<file path="config.mk">
export PLATFORM = sky130hd
export DESIGN_NAME = painterengine_gpu_blend_source
export DESIGN_NICKNAME = d
export VERILOG_FILES = /design/src/rtl/painterengine_gpu_pkg.sv /design/src/rtl/painterengine_gpu_blend_channel.sv /design/src/rtl/painterengine_gpu_blend_source.sv
export SDC_FILE = /design/constraint.sdc
export NUM_CORES = 2
export LEC_CHECK = 0
export BUFFER_PORTS_ARGS = -buffer_cell sky130_fd_sc_hd__buf_2
export CAP_MARGIN = 20
export CORE_MARGIN = 5
export CORE_UTILIZATION = 35
export CTS_CLUSTER_SIZE = 40
export DETAILED_ROUTE_END_ITERATION = 8
export PLACE_DENSITY = 0.59
export SYNTH_ARGS = -nofsm -noshare
export SYNTH_HDL_FRONTEND = slang
export SYNTH_SLANG_ARGS = --single-unit
</file>
<file path="constraint.sdc">
create_clock -name i_wire_clock -period 8.3 [get_ports i_wire_clock]
set_input_delay 0 -clock i_wire_clock [delete_from_list [all_inputs] [get_ports i_wire_clock]]
set_output_delay 0 -clock i_wire_clock [all_outputs]
set_load 0.005 [all_outputs]
</file>
<file path="src/rtl/painterengine_gpu_pkg.sv">
// Shared encodings for the painterengine GPU blend path: FSM states, error codes,
// ARGB8888 channel offsets and the alpha expansion used by the blend arithmetic.
package painterengine_gpu_pkg;

   typedef enum logic [1:0] {
      ST_IDLE  = 2'd0,
      ST_RUN   = 2'd1,
      ST_DONE  = 2'd2,
      ST_ERROR = 2'd3
   } state_t;

   typedef enum logic [1:0] {
      ERR_OK       = 2'd0,
      ERR_ZERO_LEN = 2'd1,
      ERR_TIMEOUT  = 2'd2
   } err_t;

   localparam int CH_W       = 8;
   localparam int ARGB_A_LSB = 24;
   localparam int ARGB_R_LSB = 16;
   localparam int ARGB_G_LSB = 8;
   localparam int ARGB_B_LSB = 0;

   // Maps 0..255 onto 0..256 so that 0xFF selects the colour exactly.
   function automatic logic [CH_W:0] alpha_expand(input logic [CH_W-1:0] a);
      return {1'b0, a} + {{CH_W{1'b0}}, a[CH_W-1]};
   endfunction

endpackage

</file>
<file path="src/rtl/painterengine_gpu_blend_channel.sv">
// One 8-bit colour channel of the blend: S1 holds the two weighted products,
// S2 holds the shifted sum that drives the output word.
module painterengine_gpu_blend_channel
   import painterengine_gpu_pkg::*;
(
   input  logic              i_wire_clock,
   input  logic              i_wire_reset,
   input  logic              en1,
   input  logic              en2,
   input  logic [CH_W-1:0]   src_c,
   input  logic [CH_W-1:0]   col_c,
   input  logic [CH_W:0]     ae,
   output logic [CH_W-1:0]   out_c
);

   localparam int PW = 2 * CH_W + 1;

   logic [CH_W:0]  inv_ae;
   logic [PW-1:0]  prod_src_q;
   logic [PW-1:0]  prod_col_q;
   logic [PW-1:0]  sum;

   assign inv_ae = 9'd256 - ae;
   // Weights add up to 256, so the sum tops out at 255*256 and the shifted value fits 8 bits.
   assign sum    = prod_src_q + prod_col_q;

   always_ff @(posedge i_wire_clock) begin
      if (i_wire_reset) begin
         prod_src_q <= '0;
         prod_col_q <= '0;
         out_c      <= '0;
      end else begin
         if (en1) begin
            prod_src_q <= {{(PW-CH_W){1'b0}}, src_c} * {{(PW-CH_W-1){1'b0}}, inv_ae};
            prod_col_q <= {{(PW-CH_W){1'b0}}, col_c} * {{(PW-CH_W-1){1'b0}}, ae};
         end
         if (en2) begin
            out_c <= CH_W'(sum >> CH_W);
         end
      end
   end

endmodule

</file>
<file path="src/rtl/painterengine_gpu_blend_source.sv">
// Blend stage ahead of the GPU DMA writer: pops source pixels, blends them with a
// constant colour through a two-stage pipeline and hands them to the writer.
//
// state    | meaning
// ---------+-------------------------------------------------------------
// ST_IDLE  | no job since reset; waiting for start
// ST_RUN   | popping, blending and emitting pixels; timeout armed
// ST_DONE  | all programmed pixels consumed; waits for the next start
// ST_ERROR | zero length or timeout; error_type says which
module painterengine_gpu_blend_source
   import painterengine_gpu_pkg::*;
#(
   parameter int PARAM_TIMEOUT = 65535
) (
   input  logic        i_wire_clock,
   input  logic        i_wire_reset,
   input  logic        i_wire_start,
   input  logic [31:0] i_wire_color,
   input  logic [31:0] i_wire_length,
   output logic        o_wire_done,
   output logic        o_wire_error,
   output logic [1:0]  o_wire_error_type,
   input  logic [31:0] i_wire_src_data,
   input  logic        i_wire_src_valid,
   output logic        o_wire_src_next,
   output logic [31:0] o_wire_data,
   output logic        o_wire_data_valid,
   input  logic        i_wire_data_next
);

   localparam logic [31:0] TMO_LOAD = 32'(PARAM_TIMEOUT);

   state_t      state_q, state_d;
   err_t        err_q, err_d;
   logic        load;
   logic [31:0] color_q;
   logic [31:0] length_q;
   logic [31:0] in_count_q;
   logic [31:0] out_count_q;
   logic [31:0] tmo_q;
   logic        tmo_tc;
   logic        pop;
   logic        consume;
   logic        v1_q, v2_q;
   logic [7:0]  a1_q, a2_q;
   logic        en1, en2;
   logic [8:0]  ae;
   logic [7:0]  r_c, g_c, b_c;

   assign en2     = !v2_q || i_wire_data_next;
   assign en1     = !v1_q || en2;
   assign pop     = i_wire_src_valid && (state_q == ST_RUN) && (in_count_q < length_q) && en1;
   assign consume = v2_q && i_wire_data_next;
   // Idle timer is a down-counter reloaded on activity; terminal count means the limit was reached.
   assign tmo_tc  = (tmo_q == 32'd0);
   assign ae      = alpha_expand(color_q[ARGB_A_LSB +: CH_W]);

   always_comb begin
      state_d = state_q;
      err_d   = err_q;
      load    = 1'b0;
      case (state_q)
         ST_IDLE, ST_DONE, ST_ERROR: begin
            if (i_wire_start) begin
               if (i_wire_length == 32'd0) begin
                  state_d = ST_ERROR;
                  err_d   = ERR_ZERO_LEN;
               end else begin
                  load    = 1'b1;
                  state_d = ST_RUN;
                  err_d   = ERR_OK;
               end
            end
         end
         ST_RUN: begin
            if (consume && (out_count_q + 32'd1 == length_q)) begin
               state_d = ST_DONE;
            end else if (tmo_tc) begin
               state_d = ST_ERROR;
               err_d   = ERR_TIMEOUT;
            end
         end
         default: state_d = ST_IDLE;
      endcase
   end

   always_ff @(posedge i_wire_clock) begin
      if (i_wire_reset) begin
         state_q     <= ST_IDLE;
         err_q       <= ERR_OK;
         color_q     <= '0;
         length_q    <= '0;
         in_count_q  <= '0;
         out_count_q <= '0;
         tmo_q       <= TMO_LOAD;
      end else begin
         state_q <= state_d;
         err_q   <= err_d;
         if (load) begin
            color_q     <= i_wire_color;
            length_q    <= i_wire_length;
            in_count_q  <= '0;
            out_count_q <= '0;
            tmo_q       <= TMO_LOAD;
         end else begin
            if (pop)     in_count_q  <= in_count_q + 32'd1;
            if (consume) out_count_q <= out_count_q + 32'd1;
            if (state_q == ST_RUN) begin
               if (pop || consume) tmo_q <= TMO_LOAD;
               else if (!tmo_tc)   tmo_q <= tmo_q - 32'd1;
            end
         end
      end
   end

   // A new job starts from an empty pipeline, even if a timed-out job left words behind.
   always_ff @(posedge i_wire_clock) begin
      if (i_wire_reset) begin
         v1_q <= 1'b0;
         v2_q <= 1'b0;
         a1_q <= '0;
         a2_q <= '0;
      end else if (load) begin
         v1_q <= 1'b0;
         v2_q <= 1'b0;
      end else begin
         if (en1) begin
            v1_q <= pop;
            a1_q <= i_wire_src_data[ARGB_A_LSB +: CH_W];
         end
         if (en2) begin
            v2_q <= v1_q;
            a2_q <= a1_q;
         end
      end
   end

   painterengine_gpu_blend_channel u_ch_r (
      .i_wire_clock (i_wire_clock),
      .i_wire_reset (i_wire_reset),
      .en1          (en1),
      .en2          (en2),
      .src_c        (i_wire_src_data[ARGB_R_LSB +: CH_W]),
      .col_c        (color_q[ARGB_R_LSB +: CH_W]),
      .ae           (ae),
      .out_c        (r_c)
   );

   painterengine_gpu_blend_channel u_ch_g (
      .i_wire_clock (i_wire_clock),
      .i_wire_reset (i_wire_reset),
      .en1          (en1),
      .en2          (en2),
      .src_c        (i_wire_src_data[ARGB_G_LSB +: CH_W]),
      .col_c        (color_q[ARGB_G_LSB +: CH_W]),
      .ae           (ae),
      .out_c        (g_c)
   );

   painterengine_gpu_blend_channel u_ch_b (
      .i_wire_clock (i_wire_clock),
      .i_wire_reset (i_wire_reset),
      .en1          (en1),
      .en2          (en2),
      .src_c        (i_wire_src_data[ARGB_B_LSB +: CH_W]),
      .col_c        (color_q[ARGB_B_LSB +: CH_W]),
      .ae           (ae),
      .out_c        (b_c)
   );

   assign o_wire_src_next   = pop;
   assign o_wire_data       = {a2_q, r_c, g_c, b_c};
   assign o_wire_data_valid = v2_q;
   assign o_wire_done       = (state_q == ST_DONE);
   assign o_wire_error      = (state_q == ST_ERROR);
   assign o_wire_error_type = err_q;

endmodule

</file>
==> impl_summary.txt <==
----------------------------------------------------
[Logic synthesis]
  Post-Syn Instances ... 3,407
  Post-synthesis cell area ... 0.0286 sq mm
  Fraction of synthesis flops using an asynchronous set or reset pin ... 0%
  Register area share after synthesis ... a little over a fifth
  Top post-synthesis cells by area ... sky130_fd_sc_hd__dfxtp_1, sky130_fd_sc_hd__fa_1, sky130_fd_sc_hd__ha_1, sky130_fd_sc_hd__nand2_1, sky130_fd_sc_hd__and2_1
  Cell accounting for the most synthesized area ... sky130_fd_sc_hd__dfxtp_1
  #FFs+latches synth ... 302
  Number of distinct library cells after synthesis ... 86
  Average cell area after synthesis ... roughly 8.4 sq um
  Synthesized netlist net count ... 4,044
  Primary FF master, synth ... sky130_fd_sc_hd__dfxtp_1
  Number of flops mapped to enable cells by yosys ... 0
  Area share of the largest cell type after synthesis ... around a fifth
  Synthesis Warnings ... 0

[Critical path]
  Required @ worst endpoint ... 8.78 ns
  Slowest-stage cell, CP ... sky130_fd_sc_hd__xor2_2
  WP buf/inv ... 5
  Category of the critical setup timing path ... register to register
  Worst setup SP type ... register
  Cell type with the highest occurrence count on the critical path ... sky130_fd_sc_hd__inv_1
  Crit-path max cell delay ... 0.70 ns
  Arrival time of data at the critical path endpoint ... 7.43 ns
  Critical Path Sink Type ... register
  Maximum fanout along the worst path ... 26
  Family of cells with the greatest summed delay on the critical path ... adder cells
  Cells traversed along the worst timing path ... ha_2 -> ha_1 -> inv_1 -> ha_1 -> inv_1 -> nor3_1 -> xor2_2 -> nand2b_1 -> fa_1 -> fa_1 -> inv_1 -> fa_1 -> inv_1 -> fa_1 -> inv_1 -> ha_1 -> a2111oi_0 -> o31ai_1 -> o41ai_1 -> xnor2_1 -> nand2_1 -> a21oi_1

[Routing]
  DR WL/cell ... 16.1 microns
  Drt first-iter violations ... 1,156
  Wire length after detailed routing ... 75,200 microns
  Number of detailed-route iterations in the first pass ... 5
  Count of unresolved DRC violations after routing ... 0
  Post-route ant nets ... 0
  Number of vias after detailed routing ... between 20,000 and 25,000
  Vias per std cell ... 5.07

[Power and ir drop]
  Static power due to leakage ... 0.0154 uW
  PD cells ... 239 mW/mm^2
  Worst VDD drop ... 0.000379 V

[Final layout]
  Final Util ... 40.5%
  Area added between synthesis and finish ... 14.6%
  Share of final-layout standard cells stronger than drive strength 1 ... 7.84%
  Net total in the final layout ... ~4,200
  Filler Cells Inserted ... 8,148
  Number of antenna diodes ... 0

[Floorplan]
  Boundary Pins ... around 140
  Die Area ... roughly 0.088 sq mm
  Number of cell rows ... 104
  Starting density of the core ... 35.4%
  Chip height ... 296 microns
  Placeable core region ... 0.0808 sq mm
  Die width ... 296 microns

[Global route]
  First-pass GRT wire length ... 125,000 microns
  GRT Overall Usage ... 17.3%
  Antenna violations before repair ... 2
  Pin count of the biggest net entering global routing ... 88
  Via count of the first global-routing pass ... between 20,000 and 25,000
  Total congestion overflow after global routing ... 0

[Placement]
  Worst setup slack before clock tree synthesis ... 1.39 ns
  Routability Congestion ... about 0.89
  Half-perimeter wire length after detailed placement ... 55,600 microns
  Port bufs ... roughly 140

[Job]
  Max Cap Violations ... 0

[CTS]
  Number of levels the H-tree was split into ... 2
  CTS root buffer ... sky130_fd_sc_hd__clkbuf_16
  TritonCTS clock tree ... built
  Inserted Clock Buffers ... 37
  Clk_lat worst skew ... 0.57 ns
  Clock-pin slew on the worst setup and hold paths ... approximately 0.060 ns
  CTS max path bufs ... 3
  Number of cells upsized or downsized after cts ... 0
  Count of clock tree sinks ... approximately 300

[Min path]
  Type of the most critical hold path ... input port to register

[Outcome]
  Status ... finished, final reports clean

[Timing]
  Worst slew slack as a fraction of its limit ... between 20% and 30%
  Timing-limited maximum frequency ... about 0.14 GHz
  Setup TNS after final layout ... 0 ns
  Fin. Hold Viols ... 0
  Total of endpoints with negative setup slack in the final report ... 0
  Maximum clock skew at final layout ... 0.0262 ns
  Crit share post-route ... approximately 84%
  Post-route minimum period ... just under 7 ns
  Worst path setup slack after routing ... 1.35 ns
  Number of max-slew violations in the final report ... 0
  Transition time of the tightest slew-check pin ... 1.07 ns
  Unrepaired setup endpoints after global routing ... false

----------------------------------------------------
[logic make-up after synthesis]
family	share of synthesized area (%)
compound gates	10.2
xor+xnor	5.73
fa+ha+maj	29.9
buf+inv	7.12
flops	21.1
mux	2.38
simple gates	23.6
[worst reg2reg max path: stages (launching register included)]
cell,delay [ns]
sky130_fd_sc_hd__dfxtp_1,0.45
sky130_fd_sc_hd__ha_2,0.22
sky130_fd_sc_hd__ha_1,0.58
sky130_fd_sc_hd__inv_1,0.16
sky130_fd_sc_hd__ha_1,0.23
sky130_fd_sc_hd__inv_1,0.07
sky130_fd_sc_hd__nor3_1,0.31
sky130_fd_sc_hd__xor2_2,0.70
sky130_fd_sc_hd__nand2b_1,0.23
sky130_fd_sc_hd__fa_1,0.45
sky130_fd_sc_hd__fa_1,0.55
sky130_fd_sc_hd__inv_1,0.06
sky130_fd_sc_hd__fa_1,0.48
sky130_fd_sc_hd__inv_1,0.05
sky130_fd_sc_hd__fa_1,0.47
sky130_fd_sc_hd__inv_1,0.04
sky130_fd_sc_hd__ha_1,0.22
sky130_fd_sc_hd__a2111oi_0,0.62
sky130_fd_sc_hd__o31ai_1,0.22
sky130_fd_sc_hd__o41ai_1,0.33
sky130_fd_sc_hd__xnor2_1,0.16
sky130_fd_sc_hd__nand2_1,0.07
sky130_fd_sc_hd__a21oi_1,0.18
[repair_timing]
action	CTS	global route
buffers inserted	0	0
hold buffers	119	0
endpoints found under the hold margin	113	0
[path summary, 6_finish.rpt]
kind / start / to / slack (ns) / cells after the start
hold reg to reg: u_ch_r.prod_col_q[0] / u_ch_r.prod_col_q[0] / 0.45 / 2
setup reg to reg: color_q[31] / u_ch_g.prod_src_q[14] / 1.35 / 22
hold / removal: i_wire_data_next / u_ch_b.out_c[3] / 0.06 / 5
setup / recovery: color_q[31] / u_ch_g.prod_src_q[14] / 1.35 / 22
[flip-flops by register name, indices dropped and copies added (netlist names), 16 cells and up]
| name | count |
|---|---|
| u_ch_b.prod_src_q | 16 |
| length_q | 32 |
| u_ch_r.prod_col_q | 16 |
| in_count_q | 32 |
| out_count_q | 32 |
| u_ch_r.prod_src_q | 16 |
| u_ch_g.prod_src_q | 16 |
| u_ch_b.prod_col_q | 16 |
| tmo_q | 32 |
| color_q | 32 |
| u_ch_g.prod_col_q | 16 |
[layout by cell type (no fill, tap or decap), types with 8 or more instances in the layout]
| cell type | n |
|---|---|
| sky130_fd_sc_hd__clkinv_2 | 9 |
| sky130_fd_sc_hd__nand4_1 | 46 |
| sky130_fd_sc_hd__a31oi_1 | 20 |
| sky130_fd_sc_hd__a21o_1 | 24 |
| sky130_fd_sc_hd__or3_1 | 44 |
| sky130_fd_sc_hd__xor2_1 | 64 |
| sky130_fd_sc_hd__o31ai_1 | 11 |
| sky130_fd_sc_hd__nor4_1 | 31 |
| sky130_fd_sc_hd__buf_4 | 29 |
| sky130_fd_sc_hd__nor2_1 | 233 |
| sky130_fd_sc_hd__o41ai_1 | 8 |
| sky130_fd_sc_hd__o22ai_1 | 8 |
| sky130_fd_sc_hd__and3_1 | 25 |
| sky130_fd_sc_hd__a21oi_1 | 178 |
| sky130_fd_sc_hd__nand2_1 | 420 |
| sky130_fd_sc_hd__nor3_1 | 64 |
| sky130_fd_sc_hd__mux2i_1 | 67 |
| sky130_fd_sc_hd__o21ai_0 | 71 |
| sky130_fd_sc_hd__buf_2 | 137 |
| sky130_fd_sc_hd__dfxtp_1 | 302 |
| sky130_fd_sc_hd__nand3_1 | 64 |
| sky130_fd_sc_hd__fa_1 | 246 |
| sky130_fd_sc_hd__and4_1 | 10 |
| sky130_fd_sc_hd__nor2b_1 | 71 |
| sky130_fd_sc_hd__nand3b_1 | 12 |
| sky130_fd_sc_hd__inv_1 | 361 |
| sky130_fd_sc_hd__xnor2_1 | 114 |
| sky130_fd_sc_hd__or2_2 | 8 |
| sky130_fd_sc_hd__o21a_1 | 14 |
| sky130_fd_sc_hd__and2_1 | 237 |
| sky130_fd_sc_hd__a211o_1 | 8 |
| sky130_fd_sc_hd__nand2b_1 | 20 |
| sky130_fd_sc_hd__ha_1 | 289 |
| sky130_fd_sc_hd__dlygate4sd3_1 | 119 |
| sky130_fd_sc_hd__a211oi_1 | 22 |
| sky130_fd_sc_hd__o211ai_1 | 16 |
| sky130_fd_sc_hd__clkbuf_16 | 38 |
[synth_stat cells (10+ instances only)]
cell / count
sky130_fd_sc_hd__and4_1: 10
sky130_fd_sc_hd__a31oi_1: 20
sky130_fd_sc_hd__and3_1: 25
sky130_fd_sc_hd__nand4_1: 46
sky130_fd_sc_hd__inv_1: 361
sky130_fd_sc_hd__fa_1: 246
sky130_fd_sc_hd__or3_1: 44
sky130_fd_sc_hd__ha_1: 290
sky130_fd_sc_hd__xor2_1: 67
sky130_fd_sc_hd__o31ai_1: 11
sky130_fd_sc_hd__nor3_1: 65
sky130_fd_sc_hd__a21o_1: 24
sky130_fd_sc_hd__dfxtp_1: 302
sky130_fd_sc_hd__nor2_1: 233
sky130_fd_sc_hd__nand2b_1: 21
sky130_fd_sc_hd__a21oi_1: 178
sky130_fd_sc_hd__o21ai_0: 71
sky130_fd_sc_hd__nand2_1: 421
sky130_fd_sc_hd__mux2i_1: 67
sky130_fd_sc_hd__buf_1: 11
sky130_fd_sc_hd__o21a_1: 14
sky130_fd_sc_hd__nand3_1: 64
sky130_fd_sc_hd__and2_1: 238
sky130_fd_sc_hd__xnor2_1: 120
sky130_fd_sc_hd__nor2b_1: 72
sky130_fd_sc_hd__nand3b_1: 12
sky130_fd_sc_hd__buf_2: 23
sky130_fd_sc_hd__clkbuf_1: 120
sky130_fd_sc_hd__o211ai_1: 16
sky130_fd_sc_hd__a211oi_1: 22
sky130_fd_sc_hd__nor4_1: 31
[stage by stage]
step / area (sq um) / cells / total power, uW / hold slack [ns]
finish: 32800 / 4657 / 7820 / 0.0636
global route: 32800 / 4657 / 8620 / 0.0494
CTS: 32800 / 4657 / 7960 / 0.0133
detailed placement: 30300 / 4470 / 6090 / 0.236
global placement: 30300 / 4470 / 6070 / 0.229
floorplan: 28600 / 3407 / 5100 / 0.136
[layer usage]
metal	up-vias	global-route usage, %	wire length, microns
li1	11609	-	-
met4	2	4.72	2070
met1	11481	22.4	33800
met2	384	30.6	36500
met5	-	0	10
met3	125	2.22	2810
[layout make-up]
cell class	count	area, sq um	area share, %
multi-input cells	2579	20600	62.9
flip-flops and latches	302	6050	18.5
repair buffers	286	2110	6.43
inverters	362	1360	4.15
well taps	1060	1330	4.05
clock buffers	43	1000	3.05
clock inverters	25	313	0.955
[where the power goes]
group          leakage, uW  internal, uW  switching (uW)  total (uW)
sequential         0.00247          1620             141        1760
combinational       0.0122          1940            2360        4300
clock             0.000649          1040             715        1750
Power figures use the tool's default switching activity.
